$ cat src/rtl/nibble_serial_adder_pkg.sv
// Shared types and constants for the nibble-serial adder.
// Optional subtract mode is enabled by NIBBLE_SERIAL_ADDER_SUB_EN.
package nibble_add_pkg;

    localparam int NIBBLE_W = 4;

    typedef enum logic [1:0] {
        IDLE = 2'd0,
        RUN  = 2'd1,
        DONE = 2'd2
    } state_t;

    // Width of the nibble index, kept at least one bit for NIBBLES == 1.
    function automatic int idx_width(input int nibbles);
        return (nibbles > 1) ? $clog2(nibbles) : 1;
    endfunction

endpackage

$ cat src/rtl/nibble_serial_adder_if.sv
// Operand/result handshake bundle for the nibble-serial adder.
// sub_in exists only when NIBBLE_SERIAL_ADDER_SUB_EN is defined.
interface nibble_serial_adder_if #(
    parameter int NIBBLES = 4
);
    import nibble_add_pkg::*;

    localparam int W = NIBBLE_W * NIBBLES;

    logic [W-1:0] a_in;
    logic [W-1:0] b_in;
    logic         c_in;
    logic         in_valid;
    logic         in_ready;
    logic [W-1:0] sum_out;
    logic         cout_out;
    logic         ovf_out;
    logic         out_valid;
    logic         out_ready;
`ifdef NIBBLE_SERIAL_ADDER_SUB_EN
    logic         sub_in;

    modport master (
        output a_in, b_in, c_in, sub_in, in_valid, out_ready,
        input  in_ready, sum_out, cout_out, ovf_out, out_valid
    );

    modport slave (
        input  a_in, b_in, c_in, sub_in, in_valid, out_ready,
        output in_ready, sum_out, cout_out, ovf_out, out_valid
    );
`else
    modport master (
        output a_in, b_in, c_in, in_valid, out_ready,
        input  in_ready, sum_out, cout_out, ovf_out, out_valid
    );

    modport slave (
        input  a_in, b_in, c_in, in_valid, out_ready,
        output in_ready, sum_out, cout_out, ovf_out, out_valid
    );
`endif

endinterface

$ cat src/rtl/nibble_serial_adder_add4.sv
// Combinational 4-bit adder slice; exposes the carry into bit 3 so the
// caller can derive signed overflow on the top nibble.
module nibble_add4 (
    input  logic [3:0] a,
    input  logic [3:0] b,
    input  logic       ci,
    output logic [3:0] s,
    output logic       co,
    output logic       c3
);

    logic [3:0] low_sum;
    logic [1:0] high_sum;

    assign low_sum  = {1'b0, a[2:0]} + {1'b0, b[2:0]} + {3'b000, ci};
    assign c3       = low_sum[3];
    assign high_sum = {1'b0, a[3]} + {1'b0, b[3]} + {1'b0, c3};

    assign s  = {high_sum[0], low_sum[2:0]};
    assign co = high_sum[1];

endmodule

$ cat src/rtl/nibble_serial_adder.sv
// Nibble-serial adder: one 4-bit digit per cycle, LSB first.
// Define NIBBLE_SERIAL_ADDER_SUB_EN to add the sub_in (A - B) mode.
module nibble_serial_adder
    import nibble_add_pkg::*;
#(
    parameter int NIBBLES = 4
) (
    input  logic                  clk,
    input  logic                  rst_n,
    nibble_serial_adder_if.slave  bus
);

    localparam int W     = NIBBLE_W * NIBBLES;
    localparam int IDX_W = idx_width(NIBBLES);
    localparam logic [IDX_W-1:0] LAST_IDX = IDX_W'(NIBBLES - 1);

    state_t            state_q, state_d;
    logic [W-1:0]      a_q, a_d;
    logic [W-1:0]      b_q, b_d;
    logic [W-1:0]      sum_q, sum_d;
    logic              carry_q, carry_d;
    logic              cout_q, cout_d;
    logic              ovf_q, ovf_d;
    logic [IDX_W-1:0]  idx_q, idx_d;

    logic              accept;
    logic              last_nibble;
    logic [3:0]        nib_a, nib_b, nib_s;
    logic              nib_co, nib_c3;

    assign accept      = (state_q == IDLE) && bus.in_valid;
    assign last_nibble = (idx_q == LAST_IDX);
    assign nib_a       = a_q[int'(idx_q) * NIBBLE_W +: NIBBLE_W];
    assign nib_b       = b_q[int'(idx_q) * NIBBLE_W +: NIBBLE_W];

    nibble_add4 u_add4 (
        .a  (nib_a),
        .b  (nib_b),
        .ci (carry_q),
        .s  (nib_s),
        .co (nib_co),
        .c3 (nib_c3)
    );

    always_ff @(posedge clk or negedge rst_n) begin
        if (!rst_n) begin
            state_q <= IDLE;
        end else begin
            state_q <= state_d;
        end
    end

    always_comb begin
        state_d = state_q;
        case (state_q)
            IDLE:    if (accept)         state_d = RUN;
            RUN:     if (last_nibble)    state_d = DONE;
            DONE:    if (bus.out_ready)  state_d = IDLE;
            default:                     state_d = IDLE;
        endcase
    end

    always_comb begin
        bus.in_ready  = 1'b0;
        bus.out_valid = 1'b0;
        case (state_q)
            IDLE:    bus.in_ready  = 1'b1;
            DONE:    bus.out_valid = 1'b1;
            default: ;
        endcase
    end

    // Subtraction reuses the adder: A + ~B + 1, so cout = 1 means no borrow.
    always_comb begin
        a_d     = a_q;
        b_d     = b_q;
        sum_d   = sum_q;
        carry_d = carry_q;
        cout_d  = cout_q;
        ovf_d   = ovf_q;
        idx_d   = idx_q;
        case (state_q)
            IDLE: begin
                if (accept) begin
                    a_d   = bus.a_in;
                    idx_d = '0;
`ifdef NIBBLE_SERIAL_ADDER_SUB_EN
                    if (bus.sub_in) begin
                        b_d     = ~bus.b_in;
                        carry_d = 1'b1;
                    end else begin
                        b_d     = bus.b_in;
                        carry_d = bus.c_in;
                    end
`else
                    b_d     = bus.b_in;
                    carry_d = bus.c_in;
`endif
                end
            end
            RUN: begin
                sum_d[int'(idx_q) * NIBBLE_W +: NIBBLE_W] = nib_s;
                carry_d = nib_co;
                if (last_nibble) begin
                    cout_d = nib_co;
                    ovf_d  = nib_c3 ^ nib_co;
                end else begin
                    idx_d = idx_q + IDX_W'(1);
                end
            end
            default: ;
        endcase
    end

    always_ff @(posedge clk or negedge rst_n) begin
        if (!rst_n) begin
            a_q     <= '0;
            b_q     <= '0;
            sum_q   <= '0;
            carry_q <= 1'b0;
            cout_q  <= 1'b0;
            ovf_q   <= 1'b0;
            idx_q   <= '0;
        end else begin
            a_q     <= a_d;
            b_q     <= b_d;
            sum_q   <= sum_d;
            carry_q <= carry_d;
            cout_q  <= cout_d;
            ovf_q   <= ovf_d;
            idx_q   <= idx_d;
        end
    end

    assign bus.sum_out  = sum_q;
    assign bus.cout_out = cout_q;
    assign bus.ovf_out  = ovf_q;

endmodule

$ cat src/flat_wrapper.sv
// flat-port wrapper written by rule: the top's interface ports become plain ports
module nibble_serial_adder_flat import nibble_add_pkg::*;
#(
    parameter int NIBBLES = 4
)
  (clk, rst_n, bus_a_in, bus_b_in, bus_c_in, bus_in_valid, bus_out_ready, bus_in_ready, bus_sum_out, bus_cout_out, bus_ovf_out, bus_out_valid);
  nibble_serial_adder_if #(.NIBBLES(NIBBLES)) bus_i ();
  input  logic clk;
  input  logic rst_n;
  input wire logic [$bits(bus_i.a_in)-1:0] bus_a_in;
  input wire logic [$bits(bus_i.b_in)-1:0] bus_b_in;
  input wire logic [$bits(bus_i.c_in)-1:0] bus_c_in;
  input wire logic [$bits(bus_i.in_valid)-1:0] bus_in_valid;
  input wire logic [$bits(bus_i.out_ready)-1:0] bus_out_ready;
  output wire logic [$bits(bus_i.in_ready)-1:0] bus_in_ready;
  output wire logic [$bits(bus_i.sum_out)-1:0] bus_sum_out;
  output wire logic [$bits(bus_i.cout_out)-1:0] bus_cout_out;
  output wire logic [$bits(bus_i.ovf_out)-1:0] bus_ovf_out;
  output wire logic [$bits(bus_i.out_valid)-1:0] bus_out_valid;
  assign bus_i.a_in = bus_a_in;
  assign bus_i.b_in = bus_b_in;
  assign bus_i.c_in = bus_c_in;
  assign bus_i.in_valid = bus_in_valid;
  assign bus_i.out_ready = bus_out_ready;
  assign bus_in_ready = bus_i.in_ready;
  assign bus_sum_out = bus_i.sum_out;
  assign bus_cout_out = bus_i.cout_out;
  assign bus_ovf_out = bus_i.ovf_out;
  assign bus_out_valid = bus_i.out_valid;
  nibble_serial_adder #(.NIBBLES(NIBBLES)) u_core (.clk(clk), .rst_n(rst_n), .bus(bus_i));
endmodule
$ cat config.mk
export PLATFORM = sky130hd
export DESIGN_NAME = nibble_serial_adder_flat
export DESIGN_NICKNAME = d
export VERILOG_FILES = /design/src/rtl/nibble_serial_adder_pkg.sv /design/src/rtl/nibble_serial_adder_if.sv /design/src/rtl/nibble_serial_adder_add4.sv /design/src/rtl/nibble_serial_adder.sv /design/src/flat_wrapper.sv
export SDC_FILE = /design/constraint.sdc
export NUM_CORES = 1
export LEC_CHECK = 0
export BUFFER_PORTS_ARGS = -buffer_cell sky130_fd_sc_hd__buf_2
export CAP_MARGIN = 15
export CORE_ASPECT_RATIO = 0.75
export CORE_MARGIN = 2
export CORE_UTILIZATION = 30
export DETAILED_ROUTE_END_ITERATION = 7
export PLACE_DENSITY = 0.5
export SLEW_MARGIN = 20
export SYNTH_ARGS = -nofsm -noshare
export SYNTH_HDL_FRONTEND = slang
export SYNTH_SLANG_ARGS = --single-unit
$ cat constraint.sdc
create_clock -name clk -period 4.02 [get_ports clk]
set_input_delay 0.402 -clock clk [delete_from_list [all_inputs] [get_ports clk]]
set_output_delay 0.402 -clock clk [all_outputs]
set_load 0.01 [all_outputs]
==> Yosys cells after proc, flatten, opt, wreduce, memory -nomap -nowiden <==
Index checks and enable logic that the tools add are counted.
{ "op_classes": {"addsub": 6, "n_eq_ne": 7, "shifts": 4, "mux": 12, "n_bitwise": 1, "reduce_logical": 8} }
{ "ops": {"columns": ["op", "n"], "rows": [
  ["$neg A4 Y33", 1],
  ["$shift A4 B33 Y16 const A", 1],
  ["$shiftx A4 B33 Y16", 1],
  ["$shiftx A16 B5 Y4", 2],
  ["$bwmux W16", 1],
  ["$mux W2", 5],
  ["$pmux W2 S3", 1],
  ["$reduce_and A2 Y1", 3],
  ["$reduce_and A3 Y1", 2],
  ["$add A3 B3 Y4", 1],
  ["$add A4 B1 Y4", 1],
  ["$eq A2 B2 Y1 const B", 2],
  ["$ne A2 B1 Y1 const B", 2],
  ["$ne A2 B2 Y1 const B", 2],
  ["$pmux W2 S2", 1],
  ["$mux W1", 3],
  ["$add A1 B1 Y2", 1],
  ["$add A2 B1 Y2", 1],
  ["$add A2 B1 Y2 const B", 1],
  ["$eq A2 B1 Y1 const B", 1],
  ["$logic_not A2 Y1", 1],
  ["$pmux W1 S2", 1],
  ["$reduce_bool A2 Y1", 1],
  ["$logic_and A1 B1 Y1", 1],
  ["$xor A1 B1 Y1", 1]
]} }
{ "totals": {"reg_bits": 55, "out_inout_bits": 20} }

==> Depth between registers and ports, before layout <==
{ "depth": {"word_depth": 6, "depth_mapped": 9, "mapped_depth_nobuf": 8} }

==> Modules after synthesis <==
From an unflattened synthesis, not the netlist that was laid out.
{ "hier_totals": {"cells_unflattened": 216, "hier_area_um2": 2778.9} }
{ "modules_own_cells": {"columns": ["mod", "instances", "cells_per_inst", "area_each_um2"], "rows": [
  ["nibble_serial_adder", 1, 195, 2622.5],
  ["nibble_add4", 1, 21, 156.4]
]} }

==> Worst setup path after synthesis <==
OpenSTA, ideal clock, no wires.
{ "synth_timing": {"path_kind": "register to register", "start": "register u_core.idx_q[0]", "end": "register u_core.ovf_q (netlist: u_core.bus.ovf_out)", "arrival_time_ps": 2662, "required_time_ps": 3894, "setup_slack_ps": 1232, "stages_incl_launch_ff": 10, "path_buffers": 1, "cell_sequence": "dfrtp_1 -> buf_2 -> mux4_2 -> fa_1 -> nand3_1 -> nand2_1 -> fa_1 -> inv_1 -> nor4bb_1 -> a221o_1"} }
{ "synth_between": {"elab_chain_len": 5, "elab_cells_between_ends": 9, "cone_classes": "add/sub (4); eq/ne (1); shift (2); bitwise (1); reduce/logical (1)"} }
{ "synth_lines": {"columns": ["item", "line_no", "source"], "rows": [
  ["start, declared", "nibble_serial_adder.sv:24", "logic [IDX_W-1:0] idx_q, idx_d;"],
  ["start signal, assigned", "nibble_serial_adder.sv:131", "idx_q <= idx_d;"],
  ["$shiftx A16 B5 Y4 (on tied branches)", "nibble_serial_adder.sv:33, nibble_serial_adder.sv:34", null],
  ["$add A3 B3 Y4", "nibble_serial_adder_add4.sv:15", "assign low_sum = {1'b0, a[2:0]} + {1'b0, b[2:0]} + {3'b000, ci};"],
  ["$add A4 B1 Y4", "nibble_serial_adder_add4.sv:15", null],
  ["$add A2 B1 Y2 (*)", "nibble_serial_adder_add4.sv:17", "assign high_sum = {1'b0, a[3]} + {1'b0, b[3]} + {1'b0, c3};"],
  ["via u_core.nib_co", "nibble_serial_adder.sv:29", "logic nib_co, nib_c3;"],
  ["$xor A1 B1 Y1 (*)", "nibble_serial_adder.sv:106", "ovf_d = nib_c3 ^ nib_co;"],
  ["end signal, assigned", "nibble_serial_adder.sv:130", "ovf_q <= ovf_d;"],
  ["end, declared", "nibble_serial_adder.sv:23", "logic ovf_q, ovf_d;"]
]} }
The timed path passes the listed nets; every way through them passes the cells marked *.
A chain may end at the register's enable or synchronous reset.

==> Final worst setup path <==
Ends and elaborated chain as after synthesis.

==> reports/results.tsv <==
stage	metric	value	unit
cells_and_area	layout net count	281	
clocking	total CTS buffers	5	
routing	per-cell routed wire length	15.7	microns
sta	Tcrit/Tclk final	76.6	%
cells_and_area	final std cell area, no fill	3090	sq um
placed_design	number of buffers added on ports	56	
critical_path	CP startpoint kind	flop	
routing	DRC violation total after the first TritonRoute iteration	46	
floorplanning	initial cell density of the core	30.7	%
power	PD cells	912	nW/um^2
clocking	clock tree from TritonCTS	done	
sta	post-route setup TNS	0	ns
yosys	Post-Synthesis Mean Instance Area	14.8	sq um
sta	Final Max Slew Viols	0	
clocking	Post-CTS Setup Repair Bufs	0	
sta	endpoints failing hold	0	
placed_design	Post-DP Area	2950	sq um
sta	Final WS setup	0.939	ns
critical_path	CP Class	reg -> reg	
floorplanning	die area	9340	sq um
sta	final period demand of the worst path	3.08	ns
routing	number of optimization iterations in the first detailed-route pass	4	
sta	worst hold slack	0.0902	ns
yosys	prevailing post-synth register cell	dfrtp_1	
placed_design	placed wire-length estimate	3.99	mm
critical_path	Critical Path Sink Type	flop	
clocking	cell at the root of the clock tree	clkbuf_16	
routing	average via count per standard cell	4.70	
critical_path	start point of the critical path	u_core.idx_q[0]	
placed_design	Place WS	0.883	ns
yosys	most numerous cell in the Yosys netlist	dfrtp_1	
yosys	area share of the largest cell type after synthesis	53.5	%
floorplanning	top-level port count	57	
clocking	Max H-tree Level	2	
sta	number of setup violations in the final report	0	
yosys	Post-Syn Nets	222	
power	LEAKAGE	1.44	nW
floorplanning	number of rows in the core area	29	
yosys	flip-flop and latch count after synthesis	55	
yosys	number of different library cells in the post-synthesis netlist	37	
yosys	number of synthesized flops with an enable pin	0	
status	run status	finished, final reports clean	
yosys	top cell type by total area after synthesis	dfrtp_1	
clocking	number of buffers between clock root and the deepest sink	2	
critical_path	worst endpoint data arrival time	3.26	ns
critical_path	Worst Setup EP	u_core.bus.ovf_out	
yosys	register area share after synthesis	53.5	%
placed_design	# placed instances	334	
yosys	number of warnings printed during yosys synthesis	0	
clocking	post-cts resize count	0	
cells_and_area	final antenna diode count	0	
yosys	synthesized instance count	174	
critical_path	setup slack on the worst flop-to-flop path	0.94	ns
critical_path	Worst EP required	4.20	ns
routing	total wire length	5.38	mm
routing	vias post-DR	1608	
flow_run	Max Cap Violations	0	
placed_design	final weighted congestion in routability-driven placement	0.758	
clocking	insertion delay of the later-clocked pin in the worst-skew pair	0.30	ns
critical_path	length in cells of the worst reg-to-reg path	8	
yosys	most frequent cells after synthesis	dfrtp_1 (55), mux2_2 (33)	
routing	DR DRC count	0	
sta	setup repair after global routing missed its margin	no	
cells_and_area	Layout area overhead	20.3	%
critical_path	largest fanout on the critical path	16	
min_path	Worst Hold Class	in -> async	
power	worst IR drop on VDD	0.330	mV
sta	Max Clock Freq	0.325	GHz
sta	Tightest Pin Transition	0.733	ns
global_route	antenna violations before repair	0	
floorplanning	die boundary height	84.2	microns
global_route	maximum number of pins on one net before global-route repair	36	
global_route	Total Routing Usage GR	12.6	%
global_route	first-pass GRT wire length	9.16	mm
sta	clk_skew	0.00752	ns
yosys	Async SR Flop Fraction	100	%
routing	antenna viol nets, final	0	
cells_and_area	fraction of layout instances using a drive strength above 1	47.4	%
cells_and_area	number of standard cells in the final layout excluding fillers	342	
floorplanning	die width	111	microns
yosys	largest cells by area after synthesis	dfrtp_1 (54%), mux2_2 (14%), mux4_2 (7.0%)	
clocking	CTS Sinks	55	
critical_path	worst flop-to-flop path endpoint	u_core.bus.ovf_out	
yosys	cell area after technology mapping	2570	sq um
clocking	Post-CTS Hold Fix Bufs	0	
sta	Max-Slew Margin vs Limit	51.1	%
global_route	via count of the first global-routing pass	1710	
power	total power consumption of the routed design	2.82	mW
clocking	CTS clk-pin slew, worst paths	0.07	ns
floorplanning	area inside the core boundary	8380	sq um
critical_path	beginning of the worst register-to-register path	u_core.idx_q[0]	
global_route	total congestion overflow	0	
cells_and_area	final core utilization	36.9	%
cells by family (layout without fill, tap and decap cells):
family / after synthesis / count (layout) / share of synthesized area [%]
muxes: 42 / 42 / 21.8
DFF: 55 / 55 / 53.5
adders and majority gates: 11 / 11 / 6.23
AOI/OAI and AO/OA: 24 / 24 / 7.39
xor gates and xnor gates: 1 / 1 / 0.341
buffers and inverters: 14 / 74 / 3.11
and+or+nand+nor: 27 / 27 / 7.59
final cells by class:
type | instances | area, sq um
Clock buffer | 6 | 129
Clock inverter | 2 | 12.5
Fill cell | 839 | 5290
Inverter | 8 | 30.0
Multi-Input combinational cell | 105 | 1120
Sequential cell | 55 | 1380
Tap cell | 108 | 135
Timing Repair Buffer | 58 | 295
layer usage:
layer  vias to the layer above  share of wire (%)  global-route usage (%)
met5                         -                  0                       0
met4                         0               0.82                    4.09
met3                         7                6.4                    4.26
met2                        42                 43                    17.7
met1                       795                 50                    18.4
li1                        764                  -                       -
layout by cell type, fill, tap and decap left out, types with 2 or more instances in the layout:
cell,count
a22o_1,8
and4_1,2
buf_2,56
buf_4,2
clkbuf_16,5
dfrtp_1,55
fa_1,3
ha_1,8
inv_1,8
mux2_2,33
mux4_2,8
nand2_1,7
nand3_1,2
nand4_1,2
nor2_1,3
o21ai_0,3
o21ai_2,2
o2bb2ai_1,6
worst max-delay path, stage by stage (launching register included):
cell and delay (ns):
dfrtp_1 0.81, mux4_2 0.59, ha_1 0.35, a21oi_1 0.18, nand2_1 0.12, fa_1 0.50, inv_1 0.08, nor4bb_1 0.05
a221o_1 0.27
registers in the layout, indices dropped and copies added, names as in the netlist:
name                 flops
u_core.idx_q             2
u_core.bus.sum_out      16
u_core.a_q              16
u_core.bus.cout_out      1
u_core.state_q           2
u_core.b_q              16
u_core.carry_q           1
u_core.bus.ovf_out       1
how the worst min path moves through the flow:
stage | from | cells after the start | slack [ns] | to
after floorplan | rst_n | 0 | 0.11 | u_core.a_q[0]
after global placement | rst_n | 1 | 0.44 | u_core.b_q[7]
after detailed placement | rst_n | 1 | 0.43 | u_core.state_q[1]
after CTS | rst_n | 1 | 0.10 | u_core.bus.sum_out[14]
after global routing | rst_n | 1 | 0.15 | u_core.b_q[7]
final | rst_n | 1 | 0.09 | u_core.bus.sum_out[3]
power by group:
group	internal, mW	switching (mW)	leakage (nW)
sequential	0.802	0.203	0.683
combinational	0.665	0.721	0.694
clock	0.231	0.201	0.0669
Power figures use the tool's default switching activity.
